**src/rtl/decode_pkg.sv**
```systemverilog
// decode_pkg: shared RV32I decode types, opcode constants and immediate extraction
// Used by decode_lane and pipelined_decode_stage. No ports.
package decode_pkg;
    localparam int XLEN = 32;
    // Major opcodes, instr[6:2]; OPC_BAD tags encodings whose instr[1:0] is not 2'b11
    localparam logic [4:0] OPC_LOAD   = 5'b00000;
    localparam logic [4:0] OPC_OP_IMM = 5'b00100;
    localparam logic [4:0] OPC_AUIPC  = 5'b00101;
    localparam logic [4:0] OPC_STORE  = 5'b01000;
    localparam logic [4:0] OPC_OP     = 5'b01100;
    localparam logic [4:0] OPC_LUI    = 5'b01101;
    localparam logic [4:0] OPC_BRANCH = 5'b11000;
    localparam logic [4:0] OPC_JALR   = 5'b11001;
    localparam logic [4:0] OPC_JAL    = 5'b11011;
    localparam logic [4:0] OPC_BAD    = 5'b11111;
    typedef enum logic [2:0] {RS_NONE, RS_ALU, RS_BRANCH, RS_LDST} rs_sel_t;
    typedef logic [3:0] alu_ctl_t;
    typedef enum logic [2:0] {IMM_NONE, IMM_I, IMM_S, IMM_B, IMM_U, IMM_J} imm_fmt_t;
    typedef struct packed {
        logic mem_write;
        logic branch;
        logic is_jal;
        logic use_imm;
        logic reg_write;
        logic is_jalr;
        logic is_lui;
        logic is_auipc;
    } flags_t;
    typedef struct packed {
        rs_sel_t         rs;
        alu_ctl_t        alu;
        logic [XLEN-1:0] imm;
        flags_t          flags;
        logic [XLEN-1:0] pc;
    } decoded_t;
    function automatic logic [XLEN-1:0] ext_imm(input logic [XLEN-1:0] i, input imm_fmt_t f);
        return f == IMM_I ? {{20{i[31]}}, i[31:20]} :
               f == IMM_S ? {{20{i[31]}}, i[31:25], i[11:7]} :
               f == IMM_B ? {{19{i[31]}}, i[31], i[7], i[30:25], i[11:8], 1'b0} :
               f == IMM_U ? {i[31:12], 12'b0} :
               f == IMM_J ? {{11{i[31]}}, i[31], i[19:12], i[20], i[30:21], 1'b0} : '0;
    endfunction
endpackage

```
**src/rtl/decode_lane.sv**
```systemverilog
// decode_lane: combinational decoder for one RV32I instruction
// Ports: instr/pc in; d = decoded_t {rs, alu, imm, flags, pc};
// illegal out only when DECODE_ILLEGAL_EN is defined.
module decode_lane
    import decode_pkg::*;
(
    input  logic [XLEN-1:0] instr,
    input  logic [XLEN-1:0] pc,
    output decoded_t        d
`ifdef DECODE_ILLEGAL_EN
    ,
    output logic            illegal
`endif
);
    logic [4:0] opc;
    logic [2:0] f3;
    imm_fmt_t   fmt;
    assign opc = instr[1:0] == 2'b11 ? instr[6:2] : OPC_BAD;
    assign f3  = instr[14:12];
    always_comb begin
        d = '0;
        d.pc = pc;
        fmt = IMM_NONE;
        case (opc)
            OPC_OP:     begin d.rs = RS_ALU; d.alu = {instr[30], f3}; end
            OPC_OP_IMM: begin d.rs = RS_ALU; d.alu = {f3 == 3'b101 && instr[30], f3}; fmt = IMM_I; end
            OPC_LUI:    begin d.rs = RS_ALU; fmt = IMM_U; d.flags.is_lui = 1'b1; end
            OPC_AUIPC:  begin d.rs = RS_ALU; fmt = IMM_U; d.flags.is_auipc = 1'b1; end
            OPC_BRANCH: begin d.rs = RS_BRANCH; fmt = IMM_B; d.flags.branch = 1'b1; end
            OPC_JAL:    begin d.rs = RS_BRANCH; fmt = IMM_J; d.flags.is_jal = 1'b1; end
            OPC_JALR:   begin d.rs = RS_BRANCH; fmt = IMM_I; d.flags.is_jalr = 1'b1; end
            OPC_LOAD:   begin d.rs = RS_LDST; fmt = IMM_I; end
            OPC_STORE:  begin d.rs = RS_LDST; fmt = IMM_S; d.flags.mem_write = 1'b1; end
            default:    ;
        endcase
        d.imm = ext_imm(instr, fmt);
        d.flags.use_imm = d.rs != RS_NONE && opc != OPC_OP && opc != OPC_BRANCH;
        d.flags.reg_write = d.rs != RS_NONE && opc != OPC_STORE && opc != OPC_BRANCH && instr[11:7] != 5'd0;
`ifdef DECODE_ILLEGAL_EN
        // Unknown opcode, or a funct3/funct7 combination RV32I leaves reserved
        illegal = d.rs == RS_NONE ||
                  (opc == OPC_OP && !(instr[31:25] == 7'h00 || (instr[31:25] == 7'h20 && (f3 == 3'b000 || f3 == 3'b101)))) ||
                  (opc == OPC_OP_IMM && f3 == 3'b001 && instr[31:25] != 7'h00) ||
                  (opc == OPC_OP_IMM && f3 == 3'b101 && instr[31:25] != 7'h00 && instr[31:25] != 7'h20) ||
                  (opc == OPC_LOAD && (f3 == 3'b011 || f3 == 3'b110 || f3 == 3'b111)) ||
                  (opc == OPC_STORE && f3 > 3'b010) ||
                  (opc == OPC_BRANCH && (f3 == 3'b010 || f3 == 3'b011)) ||
                  (opc == OPC_JALR && f3 != 3'b000);
        if (illegal) begin
            d.rs = RS_NONE;
            d.flags.reg_write = 1'b0;
            d.flags.mem_write = 1'b0;
        end
`endif
    end
endmodule

```
**src/rtl/pipelined_decode_stage.sv**
```systemverilog
// pipelined_decode_stage: multi-lane registered RV32I decode with a 2-entry skid buffer
// Ports: clk, resetN (async active-low), flush; fetch side inValid/inReady/inLaneValid/inInstr/inPC;
// dispatch side outValid/outReady/outLaneValid/outPC/outRSstation/outALUControl/outImmExt/outFlags.
// Optional macro DECODE_ILLEGAL_EN adds outIllegal (per-lane unrecognised encoding).
module pipelined_decode_stage
    import decode_pkg::*;
#(
    parameter int WIDTH = 31,
    parameter int LANES = 2
) (
    input  logic                       clk,
    input  logic                       resetN,
    input  logic                       flush,
    input  logic                       inValid,
    output logic                       inReady,
    input  logic [LANES-1:0]           inLaneValid,
    input  logic [LANES*(WIDTH+1)-1:0] inInstr,
    input  logic [LANES*(WIDTH+1)-1:0] inPC,
    output logic                       outValid,
    input  logic                       outReady,
    output logic [LANES-1:0]           outLaneValid,
    output logic [LANES*(WIDTH+1)-1:0] outPC,
    output logic [LANES*3-1:0]         outRSstation,
    output logic [LANES*4-1:0]         outALUControl,
    output logic [LANES*(WIDTH+1)-1:0] outImmExt,
`ifdef DECODE_ILLEGAL_EN
    output logic [LANES-1:0]           outIllegal,
`endif
    output logic [LANES*8-1:0]         outFlags
);
    localparam int W = WIDTH + 1;
    decoded_t [LANES-1:0] dec, main_q, skid_q;
    logic [LANES-1:0] main_lv, skid_lv;
    logic main_v, skid_v, accept, drain, load_main_in, load_main_skid, load_skid;
    // inReady depends only on state, so dispatch backpressure never reaches fetch combinationally
    assign inReady = !skid_v;
    assign outValid = main_v;
    // Groups with no valid lane are taken but never stored
    assign accept = inValid && inReady && |inLaneValid && !flush;
    assign drain = main_v && outReady;
    assign load_main_in = accept && (drain || !main_v);
    assign load_main_skid = drain && skid_v;
    assign load_skid = accept && main_v && !drain;
    assign outLaneValid = main_lv & {LANES{main_v}};
`ifdef DECODE_ILLEGAL_EN
    logic [LANES-1:0] ill, main_ill, skid_ill;
`endif
    for (genvar i = 0; i < LANES; i++) begin : g_lane
        decode_lane u_dec (
            .instr(inInstr[i*W +: W]),
            .pc(inPC[i*W +: W]),
`ifdef DECODE_ILLEGAL_EN
            .illegal(ill[i]),
`endif
            .d(dec[i])
        );
        assign outPC[i*W +: W]         = main_q[i].pc;
        assign outRSstation[i*3 +: 3]  = main_q[i].rs;
        assign outALUControl[i*4 +: 4] = main_q[i].alu;
        assign outImmExt[i*W +: W]     = main_q[i].imm;
        assign outFlags[i*8 +: 8]      = main_q[i].flags;
    end
    always_ff @(posedge clk or negedge resetN) begin
        if (!resetN) begin
            main_v  <= 1'b0;
            skid_v  <= 1'b0;
            main_q  <= '0;
            skid_q  <= '0;
            main_lv <= '0;
            skid_lv <= '0;
        end else begin
            main_v <= !flush && (drain ? skid_v || accept : main_v || accept);
            skid_v <= !flush && (load_skid || (skid_v && !drain));
            if (load_main_in) begin
                main_q  <= dec;
                main_lv <= inLaneValid;
            end else if (load_main_skid) begin
                main_q  <= skid_q;
                main_lv <= skid_lv;
            end
            if (load_skid) begin
                skid_q  <= dec;
                skid_lv <= inLaneValid;
            end
        end
    end
`ifdef DECODE_ILLEGAL_EN
    // Invalid lanes never report illegal, whatever their payload
    always_ff @(posedge clk or negedge resetN) begin
        if (!resetN) begin
            main_ill <= '0;
            skid_ill <= '0;
        end else begin
            if (load_main_in) main_ill <= ill & inLaneValid;
            else if (load_main_skid) main_ill <= skid_ill;
            if (load_skid) skid_ill <= ill & inLaneValid;
        end
    end
    assign outIllegal = main_ill & outLaneValid;
`endif
endmodule

```
**config.mk**
```make
export PLATFORM = sky130hd
export DESIGN_NAME = pipelined_decode_stage
export DESIGN_NICKNAME = d
export VERILOG_FILES = /design/src/rtl/decode_pkg.sv /design/src/rtl/decode_lane.sv /design/src/rtl/pipelined_decode_stage.sv
export SDC_FILE = /design/constraint.sdc
export NUM_CORES = 1
export LEC_CHECK = 0
export BUFFER_PORTS_ARGS = -buffer_cell sky130_fd_sc_hd__buf_2
export CORE_AREA = 2 2 179 181
export DETAILED_ROUTE_END_ITERATION = 16
export DIE_AREA = 0 0 181 183
export HOLD_SLACK_MARGIN = 0.12
export PLACE_DENSITY = 0.67
export SYNTH_ARGS = -nofsm -noshare
export SYNTH_HDL_FRONTEND = slang
export SYNTH_SLANG_ARGS = --single-unit
export TNS_END_PERCENT = 50
```
**constraint.sdc**
```tcl
create_clock -name clk -period 5 [get_ports clk]
set_clock_uncertainty 0.05 [all_clocks]
set_input_delay 0.25 -clock clk [delete_from_list [all_inputs] [get_ports clk]]
set_output_delay 0.25 -clock clk [all_outputs]
set_load 0.1 [all_outputs]
```
==> results.md, run 1 <==
| Parameter | Reported |
|---|---|
| Status | complete, no violations |
| Area share of the largest cell type after synthesis | 57.7% |
| Part of the total power dissipated in combinational logic | 27.3% |
| Fmax | 0.381 GHz |
| Worst slew pin tran | 1090 ps |
| Share of total power consumed by net switching | 37.9% |
| Die Y-Extent | 183 µm |
| Worst setup slack after layout | 2370 ps |
| Area of combinational cells with multiple inputs | 0.00511 mm² |
| Number of inserted filler cells in the final layout | 2,673 |
| Sequential fraction of design power | 39.8% |
| Post-layout nets | 1,953 |
| Post-Route Setup TNS | 0 ps |
| Number of remaining DRC errors | 0 |
| Pin count of the biggest net entering global routing | 144 |
| Largest vdd supply drop | 0.392 mV |
| Clk sinks | 318 |
| Arrival @ worst endpoint | 3020 ps |
| Setup repair after global routing missed its margin | no |
| Type of the worst setup path | flip-flop to flip-flop |
| Worst slack at placement | 2360 ps |
| Post-route ant nets | 0 |
| Critical path data required time | 5390 ps |
| Maximum clock path buffer count | 3 |
| # IOs | 297 |
| Top-count cell post-synth | nand2_1 |
| Total congestion overflow after global routing | 0 |
| CTS H-Tree Depth | 2 |
| Share of the clock period used by the worst path after layout | 52.5% |
| Floorplan die area | 0.0331 mm² |
| Clk root buf | clkbuf_16 |
| Count of mapped cells out of synthesis | 1,456 |
| Clk slew on worst S/H paths | 60 ps |
| Netlist cell types | 66 |
| Average routed wire per standard cell | 18.4 µm |
| Vias after detailed routing | 12,300 |
| Die extent in x | 181 µm |
| Slowest-stage cell, CP | nor2_4 |
| Reported net switching power | 0.00293 W |
| Part of the Yosys area used for sequential elements | 57.7% |
| Async S/R FF share, synth | 100% |
| Delay contributed by the slowest stage of the critical path | 790 ps |
| Cell taking the most area after synthesis | dfrtp_1 |
| Static leakage | 8.87 nW |
| Worst setup EP type | flip-flop |
| First-pass iteration count of the detailed router | 5 |
| Global-route usage over all layers | 24.7% |
| Clock insertion delay at the later pin of the skew report | 510 ps |
| Std-Cell Rows | 65 |
| Most instantiated cells after synthesis | 401 x nand2_1, 318 x dfrtp_1, 111 x o21ai_0 |
| Int Power | 0.00480 W |
| Number of antenna violations at the first check in global routing | 2 |
| Average via count per standard cell | 5.49 |
| Total wirelength of the detailed-routed design | 41,300 µm |
| Number of I/O port buffers | 294 |
| Min Tclk post-route | 2630 ps |
| Class of the most critical hold timing path | primary input to flip-flop |
| Number of enable-type register cells in the synthesized netlist | 0 |
| Clock network fraction of design power | 33.0% |
| Fin. max-slew vios | 0 |
| Share of layout cells above drive strength 1 | 21.1% |
| Sequence of cells on the critical path | nor2_1 -> o211ai_1 -> nor2_4 -> buf_4 -> nand3_1 -> nand2_1 |
| Number of global-route vias before repair | 12,200 |
| HPWL after detailed placement | 25,300 µm |
| Worst hold slack across all endpoints | 136 ps |
| Total power density per cell area | 434 mW/mm² |
| Rel. slew slack | 27.1% |
| Initial Util | 44.2% |
| Biggest fanout along the worst timing path | 51 |
| Post-Syn Area | 0.0138 mm² |
| Largest cells by area after synthesis | dfrtp_1 58%, nand2_1 11%, o21ai_0 4.0% |
| #FFs+latches synth | 318 |
| First-pass GRT wire length | 66,200 µm |
| TritonCTS clock tree | built |
| Number of hold violations in the final report | 0 |
| Dominant register cell in the synthesized netlist | dfrtp_1 |
| Post-cts resize count | 0 |
| Initial DRC Count | 1,037 |
| Non-Filler Cell Area, Final | 0.0178 mm² |
| Core area | 0.0312 mm² |
| FF/Latch Area | 0.00796 mm² |
| Weighted congestion at the end of routability-driven global placement | 0.845 |
| Post-placement cell area | 0.0155 mm² |
| Number of max-cap violations | 0 |
| Layout Area Growth over Synthesis | 29.1% |
| Final setup violating endpoints | 0 |
| Synthesis warning total | 0 |
| Launching element type of the critical path | flip-flop |
| Clock buffers created by TritonCTS | 35 |
| Final cell utilization of the core | 57.0% |
| Mean Syn Cell Area | 9.47 µm² |
==> sequential cells by signal (all words and copies together) (netlist names) <==
register	flops
outValid	1
outRSstation	4
skid_lv	2
skid_q	156
outImmExt	64
outPC	64
outFlags	16
main_lv	2
outALUControl	8
skid_v	1
==> stage by stage <==
step | power [W] | cells
final | 0.00773 | 2243
after global routing | 0.00802 | 2242
after CTS | 0.00777 | 2242
after detailed placement | 0.00514 | 2063
after global placement | 0.00511 | 2063
after floorplan | 0.00468 | 1457
==> layout by cell type (no fill, tap or decap), drive strengths merged, types with 3 or more instances in the layout <==
master and n:
a21oi 76, a221o 35, a22o 15, a22oi 69, a31oi 8, a32oi 20
and2 10, and3 41, buf 309, clkbuf 48, clkinv 7, dfrtp 318
dlygate4sd3 120, inv 79, mux2 4, mux2i 6, nand2 401, nand3 18
nand3b 3, nor2 57, nor3 8, nor3b 3, nor4 5, o211ai 9
o21ai 124, o22ai 4, o2bb2a 3
==> area by class of cell <==
type,count,area share [%]
Sequential cell,318,44.7
Multi-Input combinational cell,956,28.7
Timing Repair Buffer,429,15.8
Clock buffer,48,5.65
Tap cell,402,2.83
Inverter,78,1.64
Clock inverter,11,0.689
Antenna cell,1,0.0141
==> power by group through the flow <==
| stage | combinational [W] | clock, W | sequential (W) |
|---|---|---|---|
| floorplan | 0.000383 | 0 | 0.00430 |
| global placement | 0.00201 | 0 | 0.00310 |
| detailed placement | 0.00203 | 0 | 0.00311 |
| CTS | 0.00211 | 0.00259 | 0.00307 |
| global route | 0.00222 | 0.00269 | 0.00311 |
| finish | 0.00211 | 0.00255 | 0.00307 |
==> cell families after synthesis <==
group                  Yosys count  share of synthesized area (%)
DFF                            318                           57.7
buffers and inverters          183                           5.53
other                            1                         0.0272
muxes                           10                          0.762
AOI/OAI and AO/OA              383                           18.5
and+or+nand+nor                561                           17.5
==> critical path: cells and delay by family, from the launching register on <==
family / cells / cell delay, ps
AOI/OAI and AO/OA: 1 / 200
buffers and inverters: 1 / 640
DFF: 1 / 430
and+or+nand+nor: 4 / 1200
==> layer usage <==
metal  vias up  share of wire [%]  GRT usage, %
li1       5706                  -             -
met2       481                 47          40.7
met3        99                6.7          4.41
met4         2                4.1          9.85
met5         -              0.022             0
met1      6035                 42          32.8
==> worst paths after layout <==
| path | from | to | slack [ps] | depth (start not counted) |
|---|---|---|---|---|
| worst max-delay path | skid_v$_DFF_PN0_ | skid_q[73]$_DFFE_PN0P_ | 2370 | 6 |
| worst min-delay path | inInstr[2] | skid_q[34]$_DFFE_PN0P_ | 140 | 3 |
| worst max register to register | skid_v$_DFF_PN0_ | skid_q[73]$_DFFE_PN0P_ | 2370 | 6 |
| worst min register to register | skid_q[152]$_DFFE_PN0P_ | skid_q[152]$_DFFE_PN0P_ | 420 | 2 |
| max in group asynchronous | resetN | outPC[49]$_DFFE_PN0P_ | 3430 | 3 |
| min in group asynchronous | resetN | outALUControl[2]$_DFFE_PN0P_ | 270 | 2 |
==> what timing repair did <==
item / 4_1_cts / 5_1_grt
buffers inserted: 0 / 0
hold endpoints to repair: 342 / 0
hold buffers: 120 / 0
Note: power is estimated with default switching activity, not from simulation.
==> run 2, diff against run 1 <==
- PLACE_DENSITY: 0.67 -> 0.7
- clock period: 5 -> 2.2 ns (I/O delays scaled with it)
==> run 2 against run 1 <==
Worst setup slack worse by 2300 ps; sequential share of layout area down 1.4 points; clock power up 130%; critical path type unchanged.
==> results.md, run 2 (same netlist as run 1, synthesis figures left out) <==
| Parameter | Reported | Change |
|---|---|---|
| First-pass iteration count of the detailed router | 5 | unchanged |
| Worst Hold End | outRSstation[4]$_DFFE_PN0P_ | was skid_q[34]$_DFFE_PN0P_ |
| Reg2Reg Launch Point | skid_v$_DFF_PN0_ | unchanged |
| Average via count per standard cell | 5.51 | was 5.49 |
| Type of the worst setup path | flip-flop to flip-flop | unchanged |
| Core area | 0.0312 mm² | unchanged |
| Part of the total power dissipated in combinational logic | 27.5% | was 27.3% |
| Sequence of cells on the critical path | nor2_1 -> o211ai_1 -> or2_2 -> o41ai_1 | was nor2_1 -> o211ai_1 -> nor2_4 -> buf_4 -> nand3_1 -> nand2_1 |
| Die Y-Extent | 183 µm | unchanged |
| Class of the most critical hold timing path | primary input to flip-flop | unchanged |
| Post-Route Setup TNS | 0 ps | unchanged |
| Post-route ant nets | 0 | unchanged |
| Sequential fraction of design power | 39.4% | was 39.8% |
| Average routed wire per standard cell | 18.6 µm | was 18.4 µm |
| Slowest-stage cell, CP | or2_2 | was nor2_4 |
| Number of remaining DRC errors | 0 | unchanged |
| Most frequent standard cell in the layout excluding fill and tap cells | nand2_1 | unchanged |
| Startpoint of the most critical hold path | inValid | was inInstr[2] |
| Share of the clock period used by the worst path after layout | 95.2% | was 52.5% |
| Clock buffers created by TritonCTS | 35 | unchanged |
| Total congestion overflow after global routing | 0 | unchanged |
| Worst setup EP type | flip-flop | unchanged |
| Number of hold violations in the final report | 0 | unchanged |
| CTS H-Tree Depth | 2 | unchanged |
| FF-to-FF path depth | 4 | was 6 |
| Clock insertion delay at the later pin of the skew report | 520 ps | was 510 ps |
| Die extent in x | 181 µm | unchanged |
| Clk slew on worst S/H paths | 60 ps | about the same |
| Floorplan die area | 0.0331 mm² | unchanged |
| # IOs | 297 | unchanged |
| First-pass GRT wire length | 67,300 µm | was 66,200 µm |
| Static leakage | 9.15 nW | was 8.87 nW |
| Share of total power consumed by net switching | 37.6% | was 37.9% |
| Post-placement cell area | 0.0158 mm² | was 0.0155 mm² |
| Min Tclk post-route | 2090 ps | was 2630 ps |
| Register with the most flip-flops | skid_q | unchanged |
| Status | complete, no violations | unchanged |
| HPWL after detailed placement | 26,800 µm | was 25,300 µm |
| Clk root buf | clkbuf_16 | unchanged |
| Layout Area Growth over Synthesis | 33.4% | was 29.1% |
| Number of standard cells in the final layout excluding fillers | 2,295 | was 2,243 |
| Std-Cell Rows | 65 | unchanged |
| Arrival @ worst endpoint | 2450 ps | was 3020 ps |
| Weighted congestion at the end of routability-driven global placement | 0.892 | was 0.845 |
| Maximum clock path buffer count | 3 | unchanged |
| Clk sinks | 318 | unchanged |
| Final setup violating endpoints | 0 | unchanged |
| Number of I/O port buffers | 294 | unchanged |
| Total wirelength of the detailed-routed design | 42,600 µm | was 41,300 µm |
| Fin. max-slew vios | 0 | unchanged |
| Setup repair after global routing missed its margin | no | unchanged |
| Initial Util | 44.2% | unchanged |
| Buf/Inv on CP | 0 | was 1 |
| Vias after detailed routing | 12,700 | was 12,300 |
| Largest vdd supply drop | 0.628 mV | was 0.392 mV |
| Total stage count of the critical path | 4 | was 6 |
| Share of layout cells above drive strength 1 | 22.1% | was 21.1% |
| Number of cells on the worst hold path | 5 | was 3 |
| Pin count of the biggest net entering global routing | 79 | was 144 |
| Reported net switching power | 0.00669 W | was 0.00293 W |
| Fmax | 0.477 GHz | was 0.381 GHz |
| Most frequent cells in the layout | 399 x nand2_1, 317 x dfrtp_1, 293 x buf_2 | was 399 x nand2_1, 318 x dfrtp_1, 293 x buf_2 |
| Launching element type of the critical path | flip-flop | unchanged |
| Total power density per cell area | 966 mW/mm² | was 434 mW/mm² |
| Clock network fraction of design power | 33.1% | was 33.0% |
| FF-to-FF setup slack | 110 ps | was 2370 ps |
| Reg-to-Reg End | skid_q[32]$_DFFE_PN0P_ | was skid_q[73]$_DFFE_PN0P_ |
| Biggest fanout along the worst timing path | 22 | was 51 |
| Non-Filler Cell Area, Final | 0.0184 mm² | was 0.0178 mm² |
| Critical path data required time | 2550 ps | was 5390 ps |
| Delay contributed by the slowest stage of the critical path | 620 ps | was 790 ps |
| Number of max-cap violations | 0 | unchanged |
| Number of antenna violations at the first check in global routing | 1 | was 2 |
| Initial DRC Count | 1,207 | was 1,037 |
| Post-placement cell count | 2,092 | was 2,063 |
| Post-layout nets | 2,002 | was 1,953 |
| Rel. slew slack | 53.4% | was 27.1% |
| Cell family with most CP delay | simple AND/OR/NAND/NOR gates | unchanged |
| Number of inserted filler cells in the final layout | 2,583 | was 2,673 |
| Number of global-route vias before repair | 12,600 | was 12,200 |
| Global-route usage over all layers | 25.2% | was 24.7% |
| Worst slew pin tran | 697 ps | was 1090 ps |
| Flip-flop count of the largest register after layout | 156 | unchanged |
| TritonCTS clock tree | built | unchanged |
| Int Power | 0.0111 W | was 0.00480 W |
[run 2: cell types whose count changed in the layout (fill, tap and decap cells not counted), sizes merged]
cell         delta
inv             +1
diode           +1
buf            +31
or2             +1
dlygate4sd3    +17
bufinv          +1
clkbuf          +5
clkinv          -5
[run 2: power groups by stage]
| stage | registers [W] | logic, W | clock network [W] |
|---|---|---|---|
| floorplan | 0.00977 | 0.000870 | 0 |
| CTS | 0.00699 | 0.00486 | 0.00600 |
| detailed placement | 0.00709 | 0.00466 | 0 |
| global placement | 0.00706 | 0.00461 | 0 |
| global route | 0.00707 | 0.00513 | 0.00624 |
| finish | 0.00700 | 0.00488 | 0.00588 |
[run 2: layer usage]
metal	wire [µm]	global-route usage, %	vias to the layer above
met3	3180	4.79	129
met2	19300	39.2	584
li1	-	-	5813
met5	0	0	-
met4	2180	12.8	0
met1	17900	34.0	6126
[run 2: how the worst max path moves through the flow]
stage                        from                         to
2_1_floorplan  outValid$_DFF_PN0_  outImmExt[13]$_DFFE_PN0P_
3_3_place_gp   outValid$_DFF_PN0_     skid_q[97]$_DFFE_PN0P_
3_5_place_dp     skid_v$_DFF_PN0_    skid_q[137]$_DFFE_PN0P_
4_1_cts          skid_v$_DFF_PN0_    skid_q[138]$_DFFE_PN0P_
5_1_grt          skid_v$_DFF_PN0_     skid_q[66]$_DFFE_PN0P_
6_report         skid_v$_DFF_PN0_     skid_q[32]$_DFFE_PN0P_
[run 2: worst reg2reg max path, cell delays in order, from the launching register on]
cell	delay, ps
dfrtp_1	430
nor2_1	160
o211ai_1	300
or2_2	620
o41ai_1	410
[run 2: stage by stage]
step / utilization, % / setup WS (ps) / hold WS, ps / power, W
floorplan: - / 226 / -236 / 0.0106
global placement: 50.7 / 259 / 48.0 / 0.0117
detailed placement: 50.7 / 221 / 48.4 / 0.0117
CTS: 58.8 / 170 / 194 / 0.0179
global route: 58.9 / 4.84 / 285 / 0.0184
finish: 58.9 / 106 / 251 / 0.0178
[run 2: repair_timing]
item,4_1_cts,5_1_grt
hold buffers,137,0
setup endpoints to repair,0,23
setup buffers,0,2
endpoints found under the hold margin,623,0
resized for setup,0,2
[run 2: layout make-up]
type,count,area (µm²),area share (%)
repair buffers,477,3360,18.3
flip-flops and latches,318,7960,43.3
multi-input cells,957,5120,27.8
inverters,78,293,1.59
well taps,402,503,2.73
diodes,2,5.00,0.0272
clock buffers,53,1010,5.52
clock inverters,8,136,0.741
==> run 3, diff against run 2 <==
- CORE_AREA: 2 2 179 181 -> 2 2 230 141
- DIE_AREA: 0 0 181 183 -> 0 0 232 143
==> run 3 against run 2 <==
First-iteration DRC count increased by 3.4%; worst setup slack better by 65 ps; largest cell class unchanged; final cell count grew 0.57%; critical path depth increased by 2; highest routed layer unchanged; combinational power about the same; sequential share of layout area about the same; via count is 0.47% higher; die area up 0.16%; sequential cell count is the same; design area about the same.
==> results.md, run 3 (same netlist as run 1, synthesis figures left out) <==
| Parameter | Reported | Change |
|---|---|---|
| Core area | 0.0310 mm² | was 0.0312 mm² |
| Sum of internal, switching and leakage power | 0.0177 W | was 0.0178 W |
| Share of the clock period used by the worst path after layout | 92.2% | was 95.2% |
| Layout Area Growth over Synthesis | 33.4% | about the same |
| Startpoint of the most critical hold path | inPC[63] | was inValid |
| Status | complete, no violations | unchanged |
| Number of hold violations in the final report | 0 | unchanged |
| Share of layout cells above drive strength 1 | 22.1% | about the same |
| Post-route ant nets | 0 | unchanged |
| First-pass GRT wire length | 68,100 µm | was 67,300 µm |
| Vias after detailed routing | 12,700 | about the same |
| Class of the most critical hold timing path | primary input to flip-flop | unchanged |
| Register with the most flip-flops | skid_q | unchanged |
| Share of total power consumed by net switching | 37.8% | was 37.6% |
| CTS H-Tree Depth | 2 | unchanged |
| Worst setup EP type | flip-flop | unchanged |
| Arrival @ worst endpoint | 2370 ps | was 2450 ps |
| Pin count of the biggest net entering global routing | 73 | was 79 |
| Total power density per cell area | 964 mW/mm² | was 966 mW/mm² |
| Non-Filler Cell Area, Final | 0.0184 mm² | about the same |
| Average routed wire per standard cell | 18.7 µm | was 18.6 µm |
| Flip-flop count of the largest register after layout | 156 | unchanged |
| Post-CTS repair timing setup buffer count | 0 | unchanged |
| Setup repair after global routing missed its margin | no | unchanged |
| Startpoint of the most critical setup path | skid_v$_DFF_PN0_ | unchanged |
| Most frequent cells in the layout | 399 x nand2_1, 317 x dfrtp_1, 293 x buf_2 | unchanged |
| Clk slew on worst S/H paths | 60 ps | about the same |
| Cell mode on critical path | nor2_1 |  |
| Fmax | 0.493 GHz | was 0.477 GHz |
| Post-Route Setup TNS | 0 ps | unchanged |
| Number of max-cap violations | 0 | unchanged |
| Average via count per standard cell | 5.51 | about the same |
| Maximum clock path buffer count | 3 | unchanged |
| Worst slew pin tran | 700 ps | was 697 ps |
| Std-Cell Rows | 50 | was 65 |
| Total congestion overflow after global routing | 0 | unchanged |
| Reg2Reg Launch Point | skid_v$_DFF_PN0_ | unchanged |
| Post-placement cell area | 0.0159 mm² | was 0.0158 mm² |
| Part of the total power dissipated in combinational logic | 27.4% | was 27.5% |
| Biggest fanout along the worst timing path | 22 | unchanged |
| Post-cts resize count | 0 | unchanged |
| Launching element type of the critical path | flip-flop | unchanged |
| Largest vdd supply drop | 0.659 mV | was 0.628 mV |
| Fin. max-slew vios | 0 | unchanged |
| Type of the worst setup path | flip-flop to flip-flop | unchanged |
| Die Y-Extent | 143 µm | was 183 µm |
| Die extent in x | 232 µm | was 181 µm |
| Total wirelength of the detailed-routed design | 43,100 µm | was 42,600 µm |
| Number of remaining DRC errors | 0 | unchanged |
| Final setup violating endpoints | 0 | unchanged |
| Sequential fraction of design power | 39.5% | was 39.4% |
| Global-route usage over all layers | 26.0% | was 25.2% |
| Number of I/O port buffers | 294 | unchanged |
| Slowest-stage cell, CP | dfrtp_1 | was or2_2 |
| TritonCTS clock tree | built | unchanged |
| Int Power | 0.0110 W | was 0.0111 W |
| Worst hold slack across all endpoints | 289 ps | was 251 ps |
| Rel. slew slack | 52.9% | was 53.4% |
| Clock network fraction of design power | 33.0% | was 33.1% |
| Delay contributed by the slowest stage of the critical path | 430 ps | was 620 ps |
| # hold bufs at CTS | 140 | was 137 |
| Static leakage | 9.15 nW | about the same |
| # IOs | 297 | unchanged |
| Initial Util | 44.5% | was 44.2% |
| Floorplan die area | 0.0332 mm² | was 0.0331 mm² |
| Final cell utilization of the core | 59.4% | was 58.9% |
| Post-layout nets | 2,003 | was 2,002 |
| Critical path data required time | 2540 ps | was 2550 ps |
| Number of global-route vias before repair | 12,500 | was 12,600 |
| Weighted congestion at the end of routability-driven global placement | 0.935 | was 0.892 |
| Initial DRC Count | 1,248 | was 1,207 |
| Number of antenna violations at the first check in global routing | 1 | unchanged |
| Clk root buf | clkbuf_16 | unchanged |
| Min Tclk post-route | 2030 ps | was 2090 ps |
| Clk sinks | 318 | unchanged |
| Most frequent standard cell in the layout excluding fill and tap cells | nand2_1 | unchanged |
| Sequence of cells on the critical path | nor2_1 -> o211a_1 -> and2_4 -> nor2_1 -> buf_4 -> a221o_1 | was nor2_1 -> o211ai_1 -> or2_2 -> o41ai_1 |
| Clock buffers created by TritonCTS | 34 | was 35 |
| Clock insertion delay at the later pin of the skew report | 510 ps | was 520 ps |
| First-pass iteration count of the detailed router | 6 | was 5 |
| HPWL after detailed placement | 27,800 µm | was 26,800 µm |
| Buf/Inv on CP | 1 | was 0 |
| Reported net switching power | 0.00670 W | was 0.00669 W |
| Cell family with most CP delay | compound AO/OA/AOI/OAI gates | was simple AND/OR/NAND/NOR gates |
[run 3: per-stage QoR]
step,worst slack [ps],cells
final,171,2308
after detailed placement,212,2108
after floorplan,226,1457
after global placement,339,2108
after global routing,121,2308
after CTS,183,2307
[run 3: power by group through the flow]
| stage | combinational, W | sequential, W | clock [W] |
|---|---|---|---|
| CTS | 0.00486 | 0.00699 | 0.00597 |
| global route | 0.00512 | 0.00708 | 0.00622 |
| detailed placement | 0.00466 | 0.00708 | 0 |
| floorplan | 0.000870 | 0.00977 | 0 |
| global placement | 0.00460 | 0.00707 | 0 |
| finish | 0.00487 | 0.00701 | 0.00586 |
[run 3: path summary, 6_finish.rpt]
check	to	slack, ps	depth (start not counted)
min reg2reg	skid_q[152]$_DFFE_PN0P_	420	2
max	outImmExt[14]$_DFFE_PN0P_	170	6
min in group asynchronous	outFlags[13]$_DFFE_PN0P_	630	3
max reg2reg	outImmExt[14]$_DFFE_PN0P_	170	6
max in group asynchronous	outPC[55]$_DFFE_PN0P_	690	4
min	skid_q[110]$_DFFE_PN0P_	290	4
[run 3: worst reg2reg max path, cell delays in order (launching register included)]
cell     delay (ps)
dfrtp_1         430
nor2_1          210
o211a_1         270
and2_4          250
nor2_1           70
buf_4           230
a221o_1         380
[run 3: layout make-up]
class	instances	area, µm²
clock buffers	53	1050
clock inverters	6	85.1
inverters	78	293
fillers	2615	12600
well taps	416	520
multi-input cells	956	5110
repair buffers	480	3390
flip-flops and latches	318	7960
diodes	1	2.50
[run 3: per-layer routing]
layer | GRT usage [%] | part of all wire [%]
met1 | 39.0 | 45
met2 | 37.5 | 43
met3 | 4.97 | 8.4
met4 | 9.38 | 3.1
met5 | 0 | 0
